--- config.mk ---
export PLATFORM = sky130hd
export DESIGN_NAME = if_fetch
export DESIGN_NICKNAME = d
export VERILOG_FILES = /design/src/rtl/if_fetch.sv
export SDC_FILE = /design/constraint.sdc
export NUM_CORES = 1
export LEC_CHECK = 0
export ABC_AREA = 1
export CAP_MARGIN = 10
export CORE_MARGIN = 4
export CORE_UTILIZATION = 66
export CTS_BUF_LIST = sky130_fd_sc_hd__clkbuf_8
export DETAILED_ROUTE_END_ITERATION = 8
export DONT_BUFFER_PORTS = 1
export MAX_ROUTING_LAYER = met4
export PLACE_DENSITY = 0.8
export REMOVE_ABC_BUFFERS = 1
export SLEW_MARGIN = 5
export SYNTH_ARGS = -nofsm -noshare
export SYNTH_HDL_FRONTEND = slang
export SYNTH_SLANG_ARGS = --single-unit
export TNS_END_PERCENT = 20
--- constraint.sdc ---
create_clock -name clk -period 2.3 [get_ports clk]
set_clock_uncertainty 0.2 [all_clocks]
set_input_delay 0.46 -clock clk [delete_from_list [all_inputs] [get_ports clk]]
set_output_delay 0.46 -clock clk [all_outputs]
set_load 0.02 [all_outputs]
--- src/rtl/if_fetch.sv ---
// Instruction-fetch stage: owns the PC, runs the I-cache request/ready handshake
// and drives the IF/ID register, with a one-entry hold buffer for stalled returns.
module if_fetch #(
    parameter logic [31:0] RESET_VECTOR = 32'h0000_0000,
    parameter logic [31:0] NOP_INSN     = 32'h0000_0013
) (
    input  logic        clk,
    input  logic        rst,
    input  logic        stall,
    input  logic        flush,
    input  logic [31:0] new_pc,
    input  logic        br_taken,
    input  logic [31:0] br_addr,
    output logic        ic_req,
    output logic [31:0] ic_addr,
    input  logic        ic_rdy,
    input  logic [31:0] ic_rd_data,
    output logic        if_busy,
    output logic [31:0] if_pc,
    output logic [31:0] if_insn,
    output logic        if_en
);

    typedef enum logic [1:0] {REQ, MISS, HOLD} state_t;

    state_t      state, state_d;
    logic [31:0] pc, pc_d;
    logic [31:0] hold_insn, hold_d;
    logic        rd_pend, rd_pend_d;
    logic [31:0] rd_addr, rd_addr_d;
    logic [31:0] if_pc_d, if_insn_d;
    logic        if_en_d;

    logic        redir;
    logic [31:0] tgt;

    assign redir = flush | br_taken;
    assign tgt   = {(flush ? new_pc[31:2] : br_addr[31:2]), 2'b00};

    // Handshake outputs depend only on state/pc so control can feed if_busy
    // back into stall without forming a loop.
    assign ic_req  = (state != HOLD);
    assign ic_addr = pc;
    assign if_busy = ic_req & ~ic_rdy;

    always_comb begin
        state_d   = state;
        pc_d      = pc;
        hold_d    = hold_insn;
        rd_pend_d = rd_pend;
        rd_addr_d = rd_addr;
        if_pc_d   = if_pc;
        if_insn_d = if_insn;
        if_en_d   = if_en;
        case (state)
            REQ: begin
                if (redir) begin
                    pc_d      = tgt;
                    if_en_d   = 1'b0;
                    if_insn_d = NOP_INSN;
                end else if (ic_rdy) begin
                    if (!stall) begin
                        if_pc_d   = pc;
                        if_insn_d = ic_rd_data;
                        if_en_d   = 1'b1;
                        pc_d      = pc + 32'd4;
                    end
                end else begin
                    state_d = MISS;
                end
            end
            MISS: begin
                if (ic_rdy) begin
                    if (redir || rd_pend) begin
                        // The newest redirect wins over one captured earlier in the miss.
                        pc_d      = redir ? tgt : rd_addr;
                        rd_pend_d = 1'b0;
                        if_en_d   = 1'b0;
                        if_insn_d = NOP_INSN;
                        state_d   = REQ;
                    end else if (!stall) begin
                        if_pc_d   = pc;
                        if_insn_d = ic_rd_data;
                        if_en_d   = 1'b1;
                        pc_d      = pc + 32'd4;
                        state_d   = REQ;
                    end else begin
                        hold_d  = ic_rd_data;
                        state_d = HOLD;
                    end
                end else if (redir) begin
                    rd_pend_d = 1'b1;
                    rd_addr_d = tgt;
                    if_en_d   = 1'b0;
                    if_insn_d = NOP_INSN;
                end
            end
            HOLD: begin
                if (redir) begin
                    pc_d      = tgt;
                    if_en_d   = 1'b0;
                    if_insn_d = NOP_INSN;
                    state_d   = REQ;
                end else if (!stall) begin
                    if_pc_d   = pc;
                    if_insn_d = hold_insn;
                    if_en_d   = 1'b1;
                    pc_d      = pc + 32'd4;
                    state_d   = REQ;
                end
            end
            default: state_d = REQ;
        endcase
    end

    always_ff @(posedge clk) begin
        if (rst) begin
            state     <= REQ;
            pc        <= RESET_VECTOR;
            hold_insn <= NOP_INSN;
            rd_pend   <= 1'b0;
            rd_addr   <= RESET_VECTOR;
            if_pc     <= 32'd0;
            if_insn   <= NOP_INSN;
            if_en     <= 1'b0;
        end else begin
            state     <= state_d;
            pc        <= pc_d;
            hold_insn <= hold_d;
            rd_pend   <= rd_pend_d;
            rd_addr   <= rd_addr_d;
            if_pc     <= if_pc_d;
            if_insn   <= if_insn_d;
            if_en     <= if_en_d;
        end
    end

endmodule

* Word-level counts from Yosys, hierarchy flattened
Cells that the tools add are included.
** Storage, ports and cells
- Register bits after elaboration :: 164
- Input bits :: 102
- Logic and storage cells :: 82
** Cells by class
- Bitwise logic cells :: 4
- $add $sub $neg :: 1
- Reductions and logical operators :: 12
- Equality and inequality tests :: 13
- Mux-type cells :: 44
** Operator list (count)
- 2-to-1 mux 32 bit :: 21
- case mux 32 bit (3 select lines) :: 3
- adder 32 x 3 -> 32 bit, second input constant :: 1
- 2-to-1 mux 30 bit :: 1
- 2-to-1 mux 2 bit :: 7
- inequality test 2 bit, second input constant :: 7
- AND reduction 4 bit :: 3
- 2-to-1 mux 1 bit :: 10
- inequality test 3 bit, second input constant :: 3
- AND reduction 3 bit :: 3
- case mux 2 bit (3 select lines) :: 1
- AND reduction 6 bit :: 1
- case mux 1 bit (3 select lines) :: 1
- nonzero test 3 bit :: 1
- equality test 2 x 1 -> 1 bit, second input constant :: 1
- equality test 2 bit, second input constant :: 1
- logical NOT 2 bit :: 1
- inequality test 2 x 1 -> 1 bit, second input constant :: 1
- NOT 1 bit :: 2
- AND reduction 2 bit :: 1
- nonzero test 2 bit :: 1
- bitwise AND 1 bit :: 1
- logical OR 1 bit :: 1
- bitwise OR 1 bit :: 1

* Longest topological paths before layout
- Depth in word-level cells :: 5
- Mapped depth :: 12
- Mapped depth without buffers :: 12

* Least setup slack after synthesis
Ideal clock, no wire load.
- Path kind :: reg2reg
- From :: register state[1]
- To :: register pc[4] (netlist: ic_addr[4])
- Data arrival time :: 1.749 ns
- Stages on the path, launching flop included :: 12
- Slack :: 0.234 ns
- Clock period less this slack :: 2.066 ns
- Path through :: dfxtp_1 inv_1 ha_1 inv_2 nor2_1 inv_1 nand3_1 inv_1 buf_2 buf_2 o211ai_1 inv_1
** On the way
- Cells in the longest elaborated chain, start to end :: 3
** RTL lines
- start: declaration :: RTL line 26 : state_t state, state_d;
- start signal: assignment :: RTL line 127 : state <= state_d;
- equality test 2 x 1 -> 1 bit, or another cell as far along :: RTL line 55 : case (state)
- inequality test 2 bit (no source line), or another cell as far along
- AND reduction 3 bit (no source line)
- end signal: assignment :: RTL line 128 : pc <= pc_d;
- end: declaration :: RTL line 27 : logic [31:0] pc, pc_d;
Several ways; a longest one is shown, not always the timed one.
A chain may end at the register's enable or synchronous reset.

* Worst setup path after layout
- From :: register state[0]
- To :: register if_insn[6]
** On the way
- Cells in the longest elaborated chain, start to end :: 3
** RTL lines
- equality test 2 x 1 -> 1 bit, or another cell as far along :: RTL line 55
- inequality test 3 bit (no source line) / nonzero test 3 bit (equally long branches)
- AND reduction 4 bit (no source line)
- end signal: assignment :: RTL line 133 : if_insn <= if_insn_d;
- end: declaration :: RTL line 20 : output logic [31:0] if_insn,
Several ways; a longest one is shown, not always the timed one.

==> flow_summary.json <==
{
  "status": "finished clean",
  "ys_ff_latch": 164,
  "crit_required_ns": 2.50,
  "synth_top_family_by_area": "simple AND/OR/NAND/NOR gates",
  "vias": 9327,
  "utilization_pct": 77.85,
  "detail-route-antenna-nets": 0,
  "port_buffers": 0,
  "critPathMaxStageDelay_ns": 0.42,
  "antenna_found_initial": 0,
  "synthMuxAreaShare_pct": 0.4664,
  "antenna_cells": 0,
  "grt_pass1_vias": 8492,
  "critPathKind": "reg -> reg",
  "syn-mean-instance-area_um2": 6.421,
  "reg2reg_from": "state[0]$_SDFFE_PP0P_",
  "placed_cells": 1481,
  "synthesis.instances": 1337,
  "rows": 41,
  "start_util_pct": 67.75,
  "period_minus_slack_ns": 2.200,
  "detail_route.iter0.violations": 1184,
  "syn_area_um2": 8584,
  "report.final.slew_viol_count": 0,
  "hold_viol": 0,
  "irDropWorstVdd_v": 0.0005551,
  "reg2reg_depth": 8,
  "grt.total_usage_pct": 36.85,
  "routabilityCongestion": 0.9709,
  "fin_crit_sh_pct": 95.67,
  "die_area_um2": 14900,
  "place_area_um2": 9031,
  "synth_cell_types": 33,
  "fin_area_um2": 9864,
  "synth-xor-area-share_pct": 1.122,
  "setup_ws_ns": 0.09961,
  "clock_latency_ns": 0.46,
  "ys_seq_area_share_pct": 38.25,
  "cts_root_buf": "clkbuf_8",
  "cts.sinks": 164,
  "gr-total-overflow": 0,
  "core-area_um2": 12670,
  "hp-start": "rst",
  "tightestPinTransition_ns": 0.4571,
  "pre_cts_ws_ns": 0.05461,
  "hold_depth": 2,
  "drt-total-wl_mm": 27.17,
  "clk_path_buf_depth": 2,
  "grt_pass1_wl_mm": 42.77,
  "synthAdderAreaFrac_pct": 0.8745,
  "cp_cell_sequence": "inv_1 -> ha_1 -> nor2_1 -> nor2_2 -> buf_12 -> o21ai_0 -> o21ai_0 -> a21oi_1",
  "cp-start-kind": "register",
  "synth-simple-area-share_pct": 26.59,
  "cts_tree": "yes",
  "hpwl_mm": 16.82,
  "final_common_cell": "nand2_1",
  "final_nets": 1469,
  "die_h_um": 122.0,
  "r2r-end": "if_insn[6]$_SDFFE_PP0P_",
  "io_pins": 201,
  "busiest_layer": "met2",
  "syn_to_final_growth_pct": 14.91,
  "die_w_um": 122.0,
  "ff2ff_setup_slack_ns": 0.1,
  "grt_max_degree": 76,
  "crit_path_end_kind": "register",
  "cap_violations": 0,
  "final_cell_count_no_fill": 1546,
  "cts_htree_levels": 4,
  "drc": 0,
  "clkTransAtPathRegs_ns": 0.09,
  "hold_path_class": "in -> reg",
  "yosys_warnings": 0,
  "wl_per_cell_um": 17.57,
  "critPathMaxFanout": 23,
  "viasPerCell": 6.033,
  "fmax_mhz": 454.5,
  "layout-drive-gt1-share_pct": 8.879,
  "slew_headroom_pct": 69.53,
  "layout_common_cells": "245 x nand2_1, 236 x nor2_1, 210 x a21oi_1",
  "final-setup-viol-count": 0,
  "use_met2_pct": 59.15,
  "p_per_area_nw_per_um2": 1079,
  "cts_buffers": 17,
  "use_met3_pct": 8.264,
  "met1_usage_pct": 46.10,
  "p_leak_nw": 3.793,
  "cpMaxStageDelayCell": "dfxtp_1",
  "whs_endpoint": "hold_insn[0]$_SDFFE_PP1P_",
  "power_mw": 10.64,
  "cp.arrival_ns": 2.40,
  "first_pass_iters": 6,
  "synth-compound-area-share_pct": 25.54,
  "cpMostUsedCell": "o21ai_0"
}
[flip-flops by register name (all words and copies together), names as in the netlist]
| name | flops |
|---|---|
| rd_pend | 1 |
| if_en | 1 |
| if_insn | 32 |
| ic_addr | 32 |
| state | 2 |
| if_pc | 32 |
| hold_insn | 32 |
| rd_addr | 32 |
[cells in the mapped netlist]
| library cell | n | area (µm²) |
|---|---|---|
| o221a_2 | 1 | 11.26 |
| clkinv_1 | 1 | 3.750 |
| nor3_1 | 20 | 100.1 |
| nor2_8 | 2 | 40.04 |
| nand3_1 | 44 | 220.2 |
| o21ai_1 | 41 | 205.2 |
| buf_6 | 1 | 11.26 |
| buf_1 | 5 | 18.77 |
| o21bai_1 | 1 | 7.510 |
| inv_6 | 1 | 8.760 |
| clkbuf_1 | 63 | 236.5 |
| nand4_1 | 6 | 37.54 |
| nand2_2 | 1 | 6.260 |
| ha_1 | 6 | 75.07 |
| mux2i_1 | 4 | 40.04 |
| xnor2_1 | 3 | 26.28 |
| nor2_1 | 242 | 908.4 |
| or3_1 | 1 | 6.260 |
| a21oi_1 | 210 | 1051 |
| or2_2 | 1 | 6.260 |
| a31oi_1 | 5 | 31.28 |
| buf_2 | 20 | 100.1 |
| nand3b_1 | 2 | 15.01 |
| dfxtp_1 | 164 | 3283 |
| inv_2 | 5 | 18.77 |
| buf_4 | 2 | 15.01 |
| o211ai_1 | 4 | 30.03 |
| nand2_1 | 245 | 919.6 |
| nor2_2 | 2 | 12.51 |
| xor2_1 | 8 | 70.07 |
| nor3_2 | 1 | 10.01 |
| o21ai_0 | 171 | 855.8 |
| inv_1 | 54 | 202.7 |
[through the flow]
| step | hold slack, ns | TNS [ns] |
|---|---|---|
| floorplan | 0.2253 | -177.45 |
| global placement | 0.2356 | 0 |
| detailed placement | 0.2433 | 0 |
| CTS | 0.02597 | 0 |
| global route | 0.03462 | -0.07781 |
| finish | 0.03920 | 0 |
[worst max-delay path by stage]
stage	start	endpoint	slack, ns	cells past startpoint
after floorplan	state[1]$_SDFFE_PP0P_	ic_addr[4]$_SDFFE_PP0P_	-1.69	9
after global placement	br_taken	hold_insn[29]$_SDFFE_PP0P_	0.12	9
after detailed placement	br_taken	hold_insn[25]$_SDFFE_PP0P_	0.05	10
final	state[0]$_SDFFE_PP0P_	if_insn[6]$_SDFFE_PP0P_	0.1	8
after CTS	state[0]$_SDFFE_PP0P_	if_busy	0.05	3
after global routing	state[0]$_SDFFE_PP0P_	if_insn[6]$_SDFFE_PP0P_	-0.04	8
[metal layers]
layer  up-vias  part of all wire (%)
li1       4486                     -
met4         0                   2.6
met5         -                     0
met3        70                    11
met1      4231                    39
met2       540                    48
[critical path: cells and delay by family, from the launching register on]
kind	cells	cell delay, ns
adders and majority gates	1	0.34
and+or+nand+nor	2	0.38
AOI/OAI and AO/OA	3	0.48
buffers and inverters	2	0.30
DFF	1	0.42
[logic make-up after synthesis]
logic type	Yosys count
adder cells (fa/ha/maj)	6
AO/OA/AOI/OAI	433
AND/OR/NAND/NOR	567
multiplexers	4
buffers and inverters	152
flip-flops	164
XOR/XNOR	11
[layout make-up]
cell class / instances / area (µm²)
flip-flops and latches: 164 / 3283
fillers: 995 / 2806
repair buffers: 96 / 942.2
inverters: 61 / 234.0
multi-input cells: 1021 / 4741
well taps: 172 / 215.2
clock inverters: 14 / 201.4
clock buffers: 18 / 247.7
[power by group]
| part | leakage (nW) | switching (mW) | total [mW] | internal, mW |
|---|---|---|---|---|
| clock network | 0.226 | 1.14 | 2.37 | 1.23 |
| registers | 1.34 | 0.932 | 4.35 | 3.42 |
| logic | 2.23 | 2.51 | 3.92 | 1.42 |
[repair_timing]
item	in CTS	in global routing
setup endpoints to repair	0	71
endpoints found under the hold margin	69	0
setup buffers	0	0
resized for setup	0	11
hold buffers	33	0
(Power assumes the default switching activity.)
